<file path="src/rtl/uart_cmd_parser.sv">
// Joint command frame parser downstream of the UART receiver: 4-phase byte handshake,
// 5-byte frame assembly (SYNC, ID, HI, LO, CSUM), validation and inter-byte timeout.
module uart_cmd_parser #(
  parameter logic [7:0]  SYNC_BYTE      = 8'hA5,
  parameter int          NUM_JOINTS     = 6,
  parameter logic [15:0] ANGLE_MAX      = 16'd3600,
  parameter int          TIMEOUT_CYCLES = 100000
) (
  input  logic        i_clk,
  input  logic        i_rst,
  input  logic [7:0]  rx_data,
  input  logic        rx_converted,
  input  logic        rx_valid,
  output logic        rx_flush,
  output logic        cmd_valid,
  output logic [2:0]  cmd_joint,
  output logic [15:0] cmd_angle,
  output logic        frame_err,
  output logic [1:0]  err_code,
  output logic        busy
);

  localparam int TW = $clog2(TIMEOUT_CYCLES + 1);

  typedef enum logic [2:0] {
    WAIT_SYNC = 3'd0,
    GET_ID    = 3'd1,
    GET_HI    = 3'd2,
    GET_LO    = 3'd3,
    GET_CSUM  = 3'd4
  } state_t;

  typedef enum logic {
    HS_IDLE = 1'b0,
    HS_WAIT = 1'b1
  } hs_t;

  // 8-bit XOR over the payload bytes; SYNC is not part of the sum
  function automatic logic [7:0] frame_csum(input logic [7:0] id, input logic [7:0] hi,
                                            input logic [7:0] lo);
    return id ^ hi ^ lo;
  endfunction

  state_t         state_r, state_nx_s;
  hs_t            hs_r, hs_nx_s;
  logic           flush_r, flush_nx_s;
  logic           consume_s;
  logic [TW-1:0]  tmo_r, tmo_nx_s;
  logic           timeout_s;
  logic [7:0]     id_r, id_nx_s;
  logic [7:0]     hi_r, hi_nx_s;
  logic [7:0]     lo_r, lo_nx_s;
  logic           par_bad_r, par_bad_nx_s;
  logic           cmd_valid_r, cmd_valid_nx_s;
  logic [2:0]     cmd_joint_r, cmd_joint_nx_s;
  logic [15:0]    cmd_angle_r, cmd_angle_nx_s;
  logic           frame_err_r, frame_err_nx_s;
  logic [1:0]     err_code_r, err_code_nx_s;
  logic           busy_r;

  // Receiver handshake: accept one byte, then hold flush until converted drops
  always_comb begin
    hs_nx_s    = hs_r;
    flush_nx_s = flush_r;
    consume_s  = 1'b0;
    case (hs_r)
      HS_IDLE: begin
        if (rx_converted) begin
          consume_s  = 1'b1;
          hs_nx_s    = HS_WAIT;
          flush_nx_s = 1'b1;
        end else begin
          hs_nx_s    = HS_IDLE;
          flush_nx_s = 1'b0;
        end
      end
      HS_WAIT: begin
        if (!rx_converted) begin
          hs_nx_s    = HS_IDLE;
          flush_nx_s = 1'b0;
        end else begin
          hs_nx_s    = HS_WAIT;
          flush_nx_s = 1'b1;
        end
      end
      default: begin
        hs_nx_s    = HS_IDLE;
        flush_nx_s = 1'b0;
      end
    endcase
  end

  // Inter-byte timeout counter; a byte consumed on the expiry edge cancels the timeout
  always_comb begin
    timeout_s = (state_r != WAIT_SYNC) && (tmo_r == TW'(TIMEOUT_CYCLES - 1)) && !consume_s;
    if (consume_s || (state_r == WAIT_SYNC)) begin
      tmo_nx_s = {TW{1'b0}};
    end else if (tmo_r != {TW{1'b1}}) begin
      tmo_nx_s = tmo_r + TW'(1);
    end else begin
      tmo_nx_s = tmo_r;
    end
  end

  // Frame parser next-state and result generation
  always_comb begin
    state_nx_s     = state_r;
    id_nx_s        = id_r;
    hi_nx_s        = hi_r;
    lo_nx_s        = lo_r;
    par_bad_nx_s   = par_bad_r;
    cmd_valid_nx_s = 1'b0;
    cmd_joint_nx_s = cmd_joint_r;
    cmd_angle_nx_s = cmd_angle_r;
    frame_err_nx_s = 1'b0;
    err_code_nx_s  = err_code_r;
    if (consume_s) begin
      case (state_r)
        WAIT_SYNC: begin
          if (rx_data == SYNC_BYTE) begin
            state_nx_s   = GET_ID;
            par_bad_nx_s = ~rx_valid;
          end else begin
            state_nx_s   = WAIT_SYNC;
          end
        end
        GET_ID: begin
          id_nx_s      = rx_data;
          par_bad_nx_s = par_bad_r | ~rx_valid;
          state_nx_s   = GET_HI;
        end
        GET_HI: begin
          hi_nx_s      = rx_data;
          par_bad_nx_s = par_bad_r | ~rx_valid;
          state_nx_s   = GET_LO;
        end
        GET_LO: begin
          lo_nx_s      = rx_data;
          par_bad_nx_s = par_bad_r | ~rx_valid;
          state_nx_s   = GET_CSUM;
        end
        GET_CSUM: begin
          state_nx_s = WAIT_SYNC;
          // Check priority: parity, checksum, then id/angle range
          if (par_bad_r || !rx_valid) begin
            frame_err_nx_s = 1'b1;
            err_code_nx_s  = 2'd0;
          end else if (frame_csum(id_r, hi_r, lo_r) != rx_data) begin
            frame_err_nx_s = 1'b1;
            err_code_nx_s  = 2'd1;
          end else if ((id_r >= 8'(NUM_JOINTS)) || ({hi_r, lo_r} > ANGLE_MAX)) begin
            frame_err_nx_s = 1'b1;
            err_code_nx_s  = 2'd2;
          end else begin
            cmd_valid_nx_s = 1'b1;
            cmd_joint_nx_s = id_r[2:0];
            cmd_angle_nx_s = {hi_r, lo_r};
          end
        end
        default: begin
          state_nx_s = WAIT_SYNC;
        end
      endcase
    end else if (timeout_s) begin
      state_nx_s     = WAIT_SYNC;
      frame_err_nx_s = 1'b1;
      err_code_nx_s  = 2'd3;
    end else begin
      state_nx_s     = state_r;
    end
  end

  // State and output registers
  always_ff @(posedge i_clk) begin
    if (i_rst) begin
      state_r     <= WAIT_SYNC;
      hs_r        <= HS_IDLE;
      flush_r     <= 1'b0;
      tmo_r       <= {TW{1'b0}};
      id_r        <= 8'd0;
      hi_r        <= 8'd0;
      lo_r        <= 8'd0;
      par_bad_r   <= 1'b0;
      cmd_valid_r <= 1'b0;
      cmd_joint_r <= 3'd0;
      cmd_angle_r <= 16'd0;
      frame_err_r <= 1'b0;
      err_code_r  <= 2'd0;
      busy_r      <= 1'b0;
    end else begin
      state_r     <= state_nx_s;
      hs_r        <= hs_nx_s;
      flush_r     <= flush_nx_s;
      tmo_r       <= tmo_nx_s;
      id_r        <= id_nx_s;
      hi_r        <= hi_nx_s;
      lo_r        <= lo_nx_s;
      par_bad_r   <= par_bad_nx_s;
      cmd_valid_r <= cmd_valid_nx_s;
      cmd_joint_r <= cmd_joint_nx_s;
      cmd_angle_r <= cmd_angle_nx_s;
      frame_err_r <= frame_err_nx_s;
      err_code_r  <= err_code_nx_s;
      busy_r      <= (state_nx_s != WAIT_SYNC);
    end
  end

  assign rx_flush  = flush_r;
  assign cmd_valid = cmd_valid_r;
  assign cmd_joint = cmd_joint_r;
  assign cmd_angle = cmd_angle_r;
  assign frame_err = frame_err_r;
  assign err_code  = err_code_r;
  assign busy      = busy_r;

endmodule
</file>
<file path="config.mk">
export PLATFORM = sky130hd
export DESIGN_NAME = uart_cmd_parser
export DESIGN_NICKNAME = d
export VERILOG_FILES = /design/src/rtl/uart_cmd_parser.sv
export SDC_FILE = /design/constraint.sdc
export NUM_CORES = 1
export LEC_CHECK = 0
export CORE_MARGIN = 1.5
export CORE_UTILIZATION = 60
export CTS_CLUSTER_DIAMETER = 200
export DETAILED_ROUTE_END_ITERATION = 10
export DONT_BUFFER_PORTS = 1
export PLACE_DENSITY = 0.83
export SYNTH_ARGS = -nofsm -noshare
export SYNTH_HDL_FRONTEND = slang
export SYNTH_SLANG_ARGS = --single-unit
</file>
<file path="constraint.sdc">
create_clock -name i_clk -period 5.5 [get_ports i_clk]
set_clock_uncertainty 0.2 [all_clocks]
set_input_delay 1.1 -clock i_clk [delete_from_list [all_inputs] [get_ports i_clk]]
set_output_delay 1.1 -clock i_clk [all_outputs]
set_load 0.02 [all_outputs]
</file>
# Word level (Yosys, flattened, before mapping)
# Index checks and enable logic that the tools add are counted.
# classes
n_addsub,1
bitwise_logic,9
muxes,21
magnitude_cmp,2
div_mod_pow,0
eq_ne,11
shifts,0
reduce_logical,21
multipliers,0
# ops
operator,n
"17-bit by 1-bit adder with 17-bit output, second input constant",1
"17-bit equality test, second input constant",1
"17-bit != test, second input constant",1
"16-bit by 12-bit greater-than comparator with 1-bit output, second input constant",1
8-bit XOR,2
2-bit two-way mux,6
3-bit case mux with 4 select lines,1
1-bit two-way mux,11
"8-bit equality test, second input constant",1
"8-bit by 3-bit greater-or-equal comparator with 1-bit output, second input constant",1
8-bit != test,1
"3-bit by 2-bit equality test with 1-bit output, second input constant",2
3-bit two-way mux,2
1-bit inverter,6
2-bit AND reduction,3
3-bit AND reduction,2
3-bit nonzero test,2
5-bit AND reduction,1
5-bit OR reduction,1
"2-bit by 1-bit != test with 1-bit output, second input constant",2
"4-bit by 1-bit != test with 1-bit output, second input constant",1
2-bit nonzero test,2
"3-bit by 1-bit equality test with 1-bit output, second input constant",1
"3-bit equality test, second input constant",1
8 further kinds,12
# word_totals
romBits,0
memories,0
ramBits,0
in_bits,12
latchBits,0
reg_bits,70

# Longest topological paths before layout
# Gate-level depths: netlist of run 1.
# logic_depth
depth_word,7
ltp_mapped,11
mapped_depth_nobuf,10

# Worst setup path before layout of run 1
# No wires, ideal clock.
# synth_timing
path_type,input -> register
startpoint,input rx_data[4]
endpoint,register cmd_angle_r[10] (netlist: cmd_angle[10])
arrival_time_ps,2557
path_stages,7
path_slack_ps,2671
required_time_ps,5228
setup_time_ps,72
path_cell_list,xor2_1 -> xnor2_1 -> nand4_1 -> and4bb_2 -> buf_2 -> buf_2 -> mux2i_1
# synth_via
elab_chain_len,3
# synth_rtl
item,line_no,rtl
start: declaration,11,"input logic [7:0] rx_data,"
8-bit != test,148,"end else if (frame_csum(id_r, hi_r, lo_r) != rx_data) begin"
1-bit inverter (no source line),--,
5-bit AND reduction (no source line),--,
end signal: assignment,201,cmd_angle_r <= cmd_angle_nx_s;
end: declaration,56,"logic [15:0] cmd_angle_r, cmd_angle_nx_s;"
# No other way between the ends.
# A chain may end at the register's enable or synchronous reset.

# Worst setup path after layout of run 1
# layout_timing
startpoint,input rx_data[4]
endpoint,register cmd_angle_r[3] (netlist: cmd_angle[3])
# The elaborated chain is that of the path after synthesis.

==> impl_metrics.ini, run 1 <==
[setup_path]
rr_startpoint = tmo_r[7]
path_cells = xor2_1 -> xnor2_1 -> nand4_1 -> and4bb_2 -> mux2i_1
startpoint = rx_data[4]
arrival_ps = 2690
crit_cells = 5
critical_path_class = in -> reg
slowest_delay_ps = 770
crit_slowest_cell = and4bb_2
r2r_setup_slack_ps = 2900
crit_fanout = 19
cp-start-kind = input pin
cp_top_family = simple AND/OR/NAND/NOR gates
cp_data_required_time_ps = 5560
endpoint = cmd_angle[3]
crit_path_end_kind = flip-flop
r2r_cells = 9
path_buf_inv = 0
rr_endpoint = tmo_r[11]

[finish]
area_growth_pct = 5.47
final_layout_size_suffix_gt1_frac = 0.0560
fill_cells = 439
layout_commonest_cell = dfxtp_1
fin_nets = 349
diodes = 0
mostFrequentLayoutCells = 70 x dfxtp_1, 40 x nor2_1, 34 x mux2i_1

[cts]
root_buffer = clkbuf_8
cts_hold_buf = 0
clkLatencyLatePin_ps = 340
clkTransAtPathRegs_ps = 70
cts_resized = 0
post_cts_buffers = 0
cts_tree = done
cts_max_level = 3
clockBufferDepth = 2
cts_sinks = 70
numCtsBuffers = 9

[sta]
relSlewSlack = 0.580
tightest_slew_ps = 627
finalHoldViolCount = 0
rsz0062_at_grt = false
finalSetupViolations = 0
final.setup.worst_slack_ps = 2860
slew_violations = 0
fin_tns_setup_ps = 0
min_period_over_period = 0.479
fmax_mhz = 379
min_period_ps = 2640

[floorplan]
rows = 26
num_io_pins = 37
dieArea_sq_mm = 0.00579
chipHeight_um = 76.1
start_util = 0.623
die_w_um = 76.1
core_area_sq_mm = 0.00514

[grt]
grt_overflow = 0
use_met3 = 0.0575
grt_max_degree = 69
grt_pass1_vias = 2270
use_met1 = 0.298
antenna_found_initial = 0
grt_pass1_wl_um = 10700
grt_use_met2 = 0.363
track_usage = 0.231
grt-busiest-layer = met2

[routing]
wl_per_cell_um = 15.1
vias = 2276
drc = 0
via_per_inst = 5.56
wl_um = 6190
detail-route-antenna-nets = 0
drt_iter0_drc = 123
drt_pass1_iterations = 4

[yosys]
synth_top_area_frac = 0.438
synth_fp_nets = 354
yosys_warnings = 0
syn_area_sq_mm = 0.00320
synth-edff-count = 0
synth_cell_types = 46
synthArstFlopShare = 0
synthCells = 340
ys.flop_type = dfxtp_1
syn_area_per_cell_sq_um = 9.42
synth_top_area_cell = dfxtp_1
ys_seq_area_frac = 0.438
netlist_top_cells_area = dfxtp_1 44%, mux2i_1 11%, xnor2_1 7.1%
synth-seq-cells = 70

[power]
power.density_mw_per_mm2 = 263
power.leakage_nw = 1.22
ir_drop_mv = 0.182

[status]
outcome = finished clean

[placed_design]
io_buffers = 0
dp_slack_ps = 2500
hpwl_um = 4280
gp_congestion = 0.880

[min_path]
hp-class = reg -> reg

[flow_run]
drv_cap = 0
==> layout make-up <==
cell class	instances	area, sq um	share of cell area
clock buffer	14	163	0.0481
clock inverter	1	5.00	0.00148
inverter	3	11.3	0.00333
multi-input combinational	250	1700	0.504
sequential	70	1400	0.415
tap	70	87.6	0.0259
timing repair buffer	1	7.51	0.00222
==> registers in the layout, summed over array words and instances, names as in the netlist, 2 cells and up <==
name	cells
tmo_r	17
cmd_angle	16
hi_r	8
id_r	8
lo_r	8
cmd_joint	3
state_r	3
err_code	2
==> worst min-delay path by stage <==
stage / from / endpoint / slack [ps] / cells after the start
floorplan: par_bad_r / par_bad_r / 230 / 2
global placement: par_bad_r / par_bad_r / 240 / 2
detailed placement: par_bad_r / par_bad_r / 240 / 2
CTS: par_bad_r / par_bad_r / 250 / 2
global route: par_bad_r / par_bad_r / 270 / 2
finish: par_bad_r / par_bad_r / 250 / 2
==> worst reg2reg max path: stages, from the launching register on <==
cell and delay (ps):
dfxtp_1 340, and3_2 230, and4_1 220, and4_1 210
ha_1 280, and4b_1 350, and4_1 310, nand4_1 130
xor2_1 160, nor2_1 50
==> power breakdown <==
part           total (mW)  switching, mW  leakage (nW)  internal, mW
combinational      0.0209        0.00912         0.566        0.0118
clock               0.361          0.175        0.0865         0.186
sequential          0.508        0.00120         0.564         0.507
total               0.890          0.185          1.22         0.705
==> synth_stat cells, types with 2 or more instances <==
| library cell | n |
|---|---|
| and3_1 | 3 |
| mux2i_1 | 34 |
| ha_1 | 2 |
| nand2b_1 | 33 |
| clkbuf_1 | 12 |
| inv_1 | 3 |
| nor2b_1 | 3 |
| o41ai_1 | 2 |
| xnor2_1 | 26 |
| nor3_1 | 6 |
| nor4_1 | 2 |
| nand4_1 | 5 |
| nor4bb_1 | 2 |
| nor3b_1 | 5 |
| a21oi_1 | 13 |
| and4_1 | 4 |
| a211o_1 | 2 |
| nand3_1 | 15 |
| xor2_1 | 13 |
| nand2_1 | 18 |
| nor2_1 | 40 |
| dfxtp_1 | 70 |
| or3_1 | 3 |
| buf_2 | 2 |
==> per-stage QoR <==
stage	cell area (sq um)	hold slack [ps]	util	total power, mW	instances
2_1_floorplan	3200	233	-	0.543	340
3_3_place_gp	3210	237	0.625	0.540	394
3_5_place_dp	3210	243	0.625	0.541	394
4_1_cts	3380	253	0.657	0.896	409
5_1_grt	3380	275	0.657	0.921	409
6_report	3380	253	0.657	0.890	409
==> per-layer routing <==
layer	up-vias	share of wire
met1	1046	0.47
met4	0	0.011
met3	6	0.069
li1	1151	-
met2	73	0.45
met5	-	0
==> cell families after synthesis <==
family,after synthesis,share of synthesized area
and+or+nand+nor,151,0.260
DFF,70,0.437
xor gates and xnor gates,39,0.107
muxes,34,0.106
AOI/OAI and AO/OA,24,0.0508
buffers and inverters,20,0.0309
adders and majority gates,2,0.00781
Power figures use the tool's default switching activity.
==> run 2: changes to the inputs <==
clock period = 2.7 ns   (was 5.5 ns; I/O delays follow)
==> impl_metrics.ini, run 2 (synthesized netlist as in run 1, its figures left out) <==
[finish]
area_growth_pct = 6.64
multiInputGateArea_sq_mm = 0.00170
fin_area_sq_mm = 0.00342
seq_area_sq_mm = 0.00140
layout_commonest_cell = dfxtp_1
finalNonFillerCells = 415
final_layout_size_suffix_gt1_frac = 0.0754
fin_nets = 354
largest-register = tmo_r
fill_cells = 458
diodes = 0
mostFrequentLayoutCells = 70 x dfxtp_1, 40 x nor2_1, 34 x mux2i_1
largest_reg_flops = 17

[sta]
final.setup.worst_slack_ps = 204
fmax_mhz = 401
finalHoldViolCount = 0
min_period_over_period = 0.925
finalSetupViolations = 0
rsz0062_at_grt = false
relSlewSlack = 0.616
tightest_slew_ps = 575
slew_violations = 0
fin_tns_setup_ps = 0
min_period_ps = 2500

[power]
switchingPower_uw = 390
power_frac_seq = 0.575
swShare = 0.217
power.leakage_nw = 1.24
comb_power_share = 0.024
internal_power_mw = 1.41
power.share.clock = 0.401
power.density_mw_per_mm2 = 527
ir_drop_mv = 0.368

[cts]
clkLatencyLatePin_ps = 340
cts_tree = done
post_cts_buffers = 0
numCtsBuffers = 9
cts_hold_buf = 0
clockBufferDepth = 2
clkTransAtPathRegs_ps = 80
cts_sinks = 70
cts_resized = 0
cts_max_level = 3
root_buffer = clkbuf_8

[floorplan]
start_util = 0.623
chipHeight_um = 76.1
num_io_pins = 37
core_area_sq_mm = 0.00514
rows = 26
dieArea_sq_mm = 0.00579
die_w_um = 76.1

[setup_path]
rr_endpoint = tmo_r[11]
critical_path_class = reg -> reg
arrival_ps = 2520
rr_startpoint = tmo_r[8]
cp_data_required_time_ps = 2720
r2r_setup_slack_ps = 200
r2r_cells = 9
crit_path_end_kind = flip-flop
crit_fanout = 5
cp-start-kind = flip-flop

[grt]
grt_max_degree = 69
grt_pass1_wl_um = 10100
grt_pass1_vias = 2180
antenna_found_initial = 0
track_usage = 0.217
grt_overflow = 0

[routing]
drt_pass1_iterations = 5
detail-route-antenna-nets = 0
wl_um = 6160
via_per_inst = 5.60
drt_iter0_drc = 148
vias = 2326
drc = 0
wl_per_cell_um = 14.8

[status]
outcome = finished clean

[placed_design]
dp_cells = 399
gp_congestion = 0.811
hpwl_um = 4180
placed_area_sq_mm = 0.00325
io_buffers = 0
dp_slack_ps = 227

[min_path]
hp-start = i_rst
whs_path_depth = 1
hp-class = in -> reg
min_to = cmd_angle[12]

[flow_run]
drv_cap = 0
run 2: area by class of cell:
type                    instances  share of cell area
well taps                      70              0.0256
inverters                       3             0.00330
flip-flops and latches         70               0.410
repair buffers                  6              0.0132
multi-input cells             250               0.499
clock inverters                 4             0.00659
clock buffers                  12              0.0425
run 2: worst max-delay path: stages, from the launching register on:
cell and delay (ps):
dfxtp_1 330, and3_2 240, and4_1 220, and4_1 200, ha_1 190, and4b_1 300, and4_1 330, nand4_1 160
xor2_1 160, nor2_1 50
run 2: metrics by stage:
| step | util | power [mW] | hold slack [ps] |
|---|---|---|---|
| finish | 0.665 | 1.80 | 68.8 |
| global route | 0.665 | 1.87 | 60.4 |
| CTS | 0.665 | 1.82 | 54.8 |
| detailed placement | 0.632 | 1.10 | 246 |
| global placement | 0.632 | 1.10 | 243 |
| floorplan | - | 1.11 | 233 |
run 2: routing by layer:
layer / vias up / GRT usage / routed length [um]
li1: 1158 / - / -
met1: 1092 / 0.290 / 2890
met2: 66 / 0.328 / 2790
met3: 10 / 0.0575 / 388
met4: 0 / 0.100 / 88
met5: - / 0 / 0
run 2: worst max-delay path by stage:
stage | start | end
final | tmo_r[8] | tmo_r[11]
after global routing | tmo_r[7] | tmo_r[11]
after global placement | tmo_r[8] | tmo_r[11]
after CTS | tmo_r[8] | tmo_r[11]
after floorplan | tmo_r[8] | tmo_r[11]
after detailed placement | tmo_r[7] | tmo_r[11]
run 2: power groups by stage:
stage          Sequential (mW)  Combinational, mW  Clock, mW
5_1_grt                   1.03             0.0462      0.785
6_report                  1.04             0.0430      0.723
2_1_floorplan             1.06             0.0471          0
3_3_place_gp              1.06             0.0413          0
4_1_cts                   1.04             0.0425      0.741
3_5_place_dp              1.06             0.0424          0
==> run 3: changes to the inputs <==
--- a/config.mk
+++ b/config.mk
@@ -7,9 +7,9 @@
 export LEC_CHECK = 0
 export CORE_MARGIN = 1.5
-export CORE_UTILIZATION = 60
+export CORE_UTILIZATION = 34
 export CTS_CLUSTER_DIAMETER = 200
 export DETAILED_ROUTE_END_ITERATION = 10
 export DONT_BUFFER_PORTS = 1
-export PLACE_DENSITY = 0.83
+export PLACE_DENSITY = 0.55
 export SYNTH_ARGS = -nofsm -noshare
 export SYNTH_HDL_FRONTEND = slang
==> constraint.sdc (replaced) <==
create_clock -name i_clk -period 2.7 [get_ports i_clk]
set_clock_uncertainty 0.2 [all_clocks]
set_input_delay 0.675 -clock i_clk [delete_from_list [all_inputs] [get_ports i_clk]]
set_output_delay 0.675 -clock i_clk [all_outputs]
set_load 0.02 [all_outputs]
==> impl_metrics.ini, run 3 (synthesized netlist as in run 1, its figures left out) <==
[status]
outcome = finished clean

[placed_design]
placed_area_sq_mm = 0.00331
gp_congestion = 0.792
hpwl_um = 4590
io_buffers = 0

[finish]
mostFrequentLayoutCells = 70 x dfxtp_1, 40 x nor2_1, 34 x mux2i_1
layout_commonest_cell = dfxtp_1
final_core_util = 0.384
fin_area_sq_mm = 0.00353
largest-register = tmo_r
fill_cells = 935
fin_nets = 354
largest_reg_flops = 17
area_growth_pct = 10.2
diodes = 0
final_layout_size_suffix_gt1_frac = 0.0812

[cts]
cts_max_level = 3
post_cts_buffers = 0
cts_resized = 0
numCtsBuffers = 9
cts_sinks = 70
root_buffer = clkbuf_8
clockBufferDepth = 2
cts_tree = done
cts_hold_buf = 0
clkTransAtPathRegs_ps = 70
clkLatencyLatePin_ps = 340

[sta]
relSlewSlack = 0.607
min_period_over_period = 0.906
finalHoldViolCount = 0
slew_violations = 0
rsz0062_at_grt = false
fmax_mhz = 409
fin_tns_setup_ps = 0
min_period_ps = 2440
finalSetupViolations = 0
tightest_slew_ps = 590

[routing]
drc = 0
drt_iter0_drc = 102
drt_pass1_iterations = 4
wl_um = 6730
via_per_inst = 5.02
detail-route-antenna-nets = 0
wl_per_cell_um = 14.8
vias = 2291

[setup_path]
cpMostUsedCell = and4_1
crit_fanout = 5
cp_data_required_time_ps = 2710
crit_path_end_kind = flip-flop
path_cells = and3_2 -> and4_1 -> and4_1 -> ha_1 -> and4b_1 -> and4_1 -> nand4_1 -> xor2_1 -> nor2_1
r2r_cells = 9
arrival_ps = 2460
crit_slowest_cell = dfxtp_1
crit_cells = 9
rr_startpoint = tmo_r[8]
cp_top_family = simple AND/OR/NAND/NOR gates
critical_path_class = reg -> reg
r2r_setup_slack_ps = 260
path_buf_inv = 0
cp-start-kind = flip-flop
slowest_delay_ps = 330
rr_endpoint = tmo_r[11]

[power]
total_power_mw = 1.98
power.leakage_nw = 1.26
power.density_mw_per_mm2 = 560
ir_drop_mv = 0.280

[floorplan]
core_area_sq_mm = 0.00920
rows = 35
dieArea_sq_mm = 0.0100
die_w_um = 100
start_util = 0.348
chipHeight_um = 100
num_io_pins = 37

[grt]
grt_overflow = 0
grt_pass1_wl_um = 11300
grt_pass1_vias = 2219
grt_max_degree = 69
antenna_found_initial = 0
track_usage = 0.145

[min_path]
hp-start = i_rst
min_to = par_bad_r
hp-class = in -> reg
whs_path_depth = 1

[flow_run]
drv_cap = 0
==> run 3: per-stage QoR <==
step           cells  setup slack [ps]  hold slack (ps)
2_1_floorplan    340               269              233
4_1_cts          456               248              179
3_3_place_gp     440               309              242
3_5_place_dp     440               273              252
6_report         456               255              201
5_1_grt          456              80.1              167
==> run 3: layer usage <==
layer / global-route usage / wire length, um
met3: 0.0599 / 507
met1: 0.189 / 3310
met2: 0.219 / 2840
met5: 0 / 0
met4: 0.0455 / 80
==> run 3: final cells by class <==
cell class / instances / area, sq um / share of cell area
Inverter: 3 / 11.3 / 0.00319
Tap cell: 111 / 139 / 0.0393
Clock inverter: 4 / 53.8 / 0.0152
Sequential cell: 70 / 1400 / 0.397
Clock buffer: 12 / 165 / 0.0468
Timing Repair Buffer: 6 / 57.6 / 0.0163
Multi-Input combinational cell: 250 / 1700 / 0.482
==> run 3: where the power goes <==
group	switching, mW	total, mW	internal [mW]
Clock	0.397	0.901	0.504
Sequential	0.00234	1.03	1.03
Combinational	0.0190	0.0429	0.0240
Total	0.418	1.98	1.56
==> run 3: worst max path at each step <==
stage,from,end,slack (ps)
floorplan,tmo_r[8],tmo_r[11],270
global placement,tmo_r[8],tmo_r[11],310
detailed placement,tmo_r[8],tmo_r[11],270
CTS,tmo_r[7],tmo_r[11],250
global route,tmo_r[7],tmo_r[15],80
finish,tmo_r[8],tmo_r[11],260
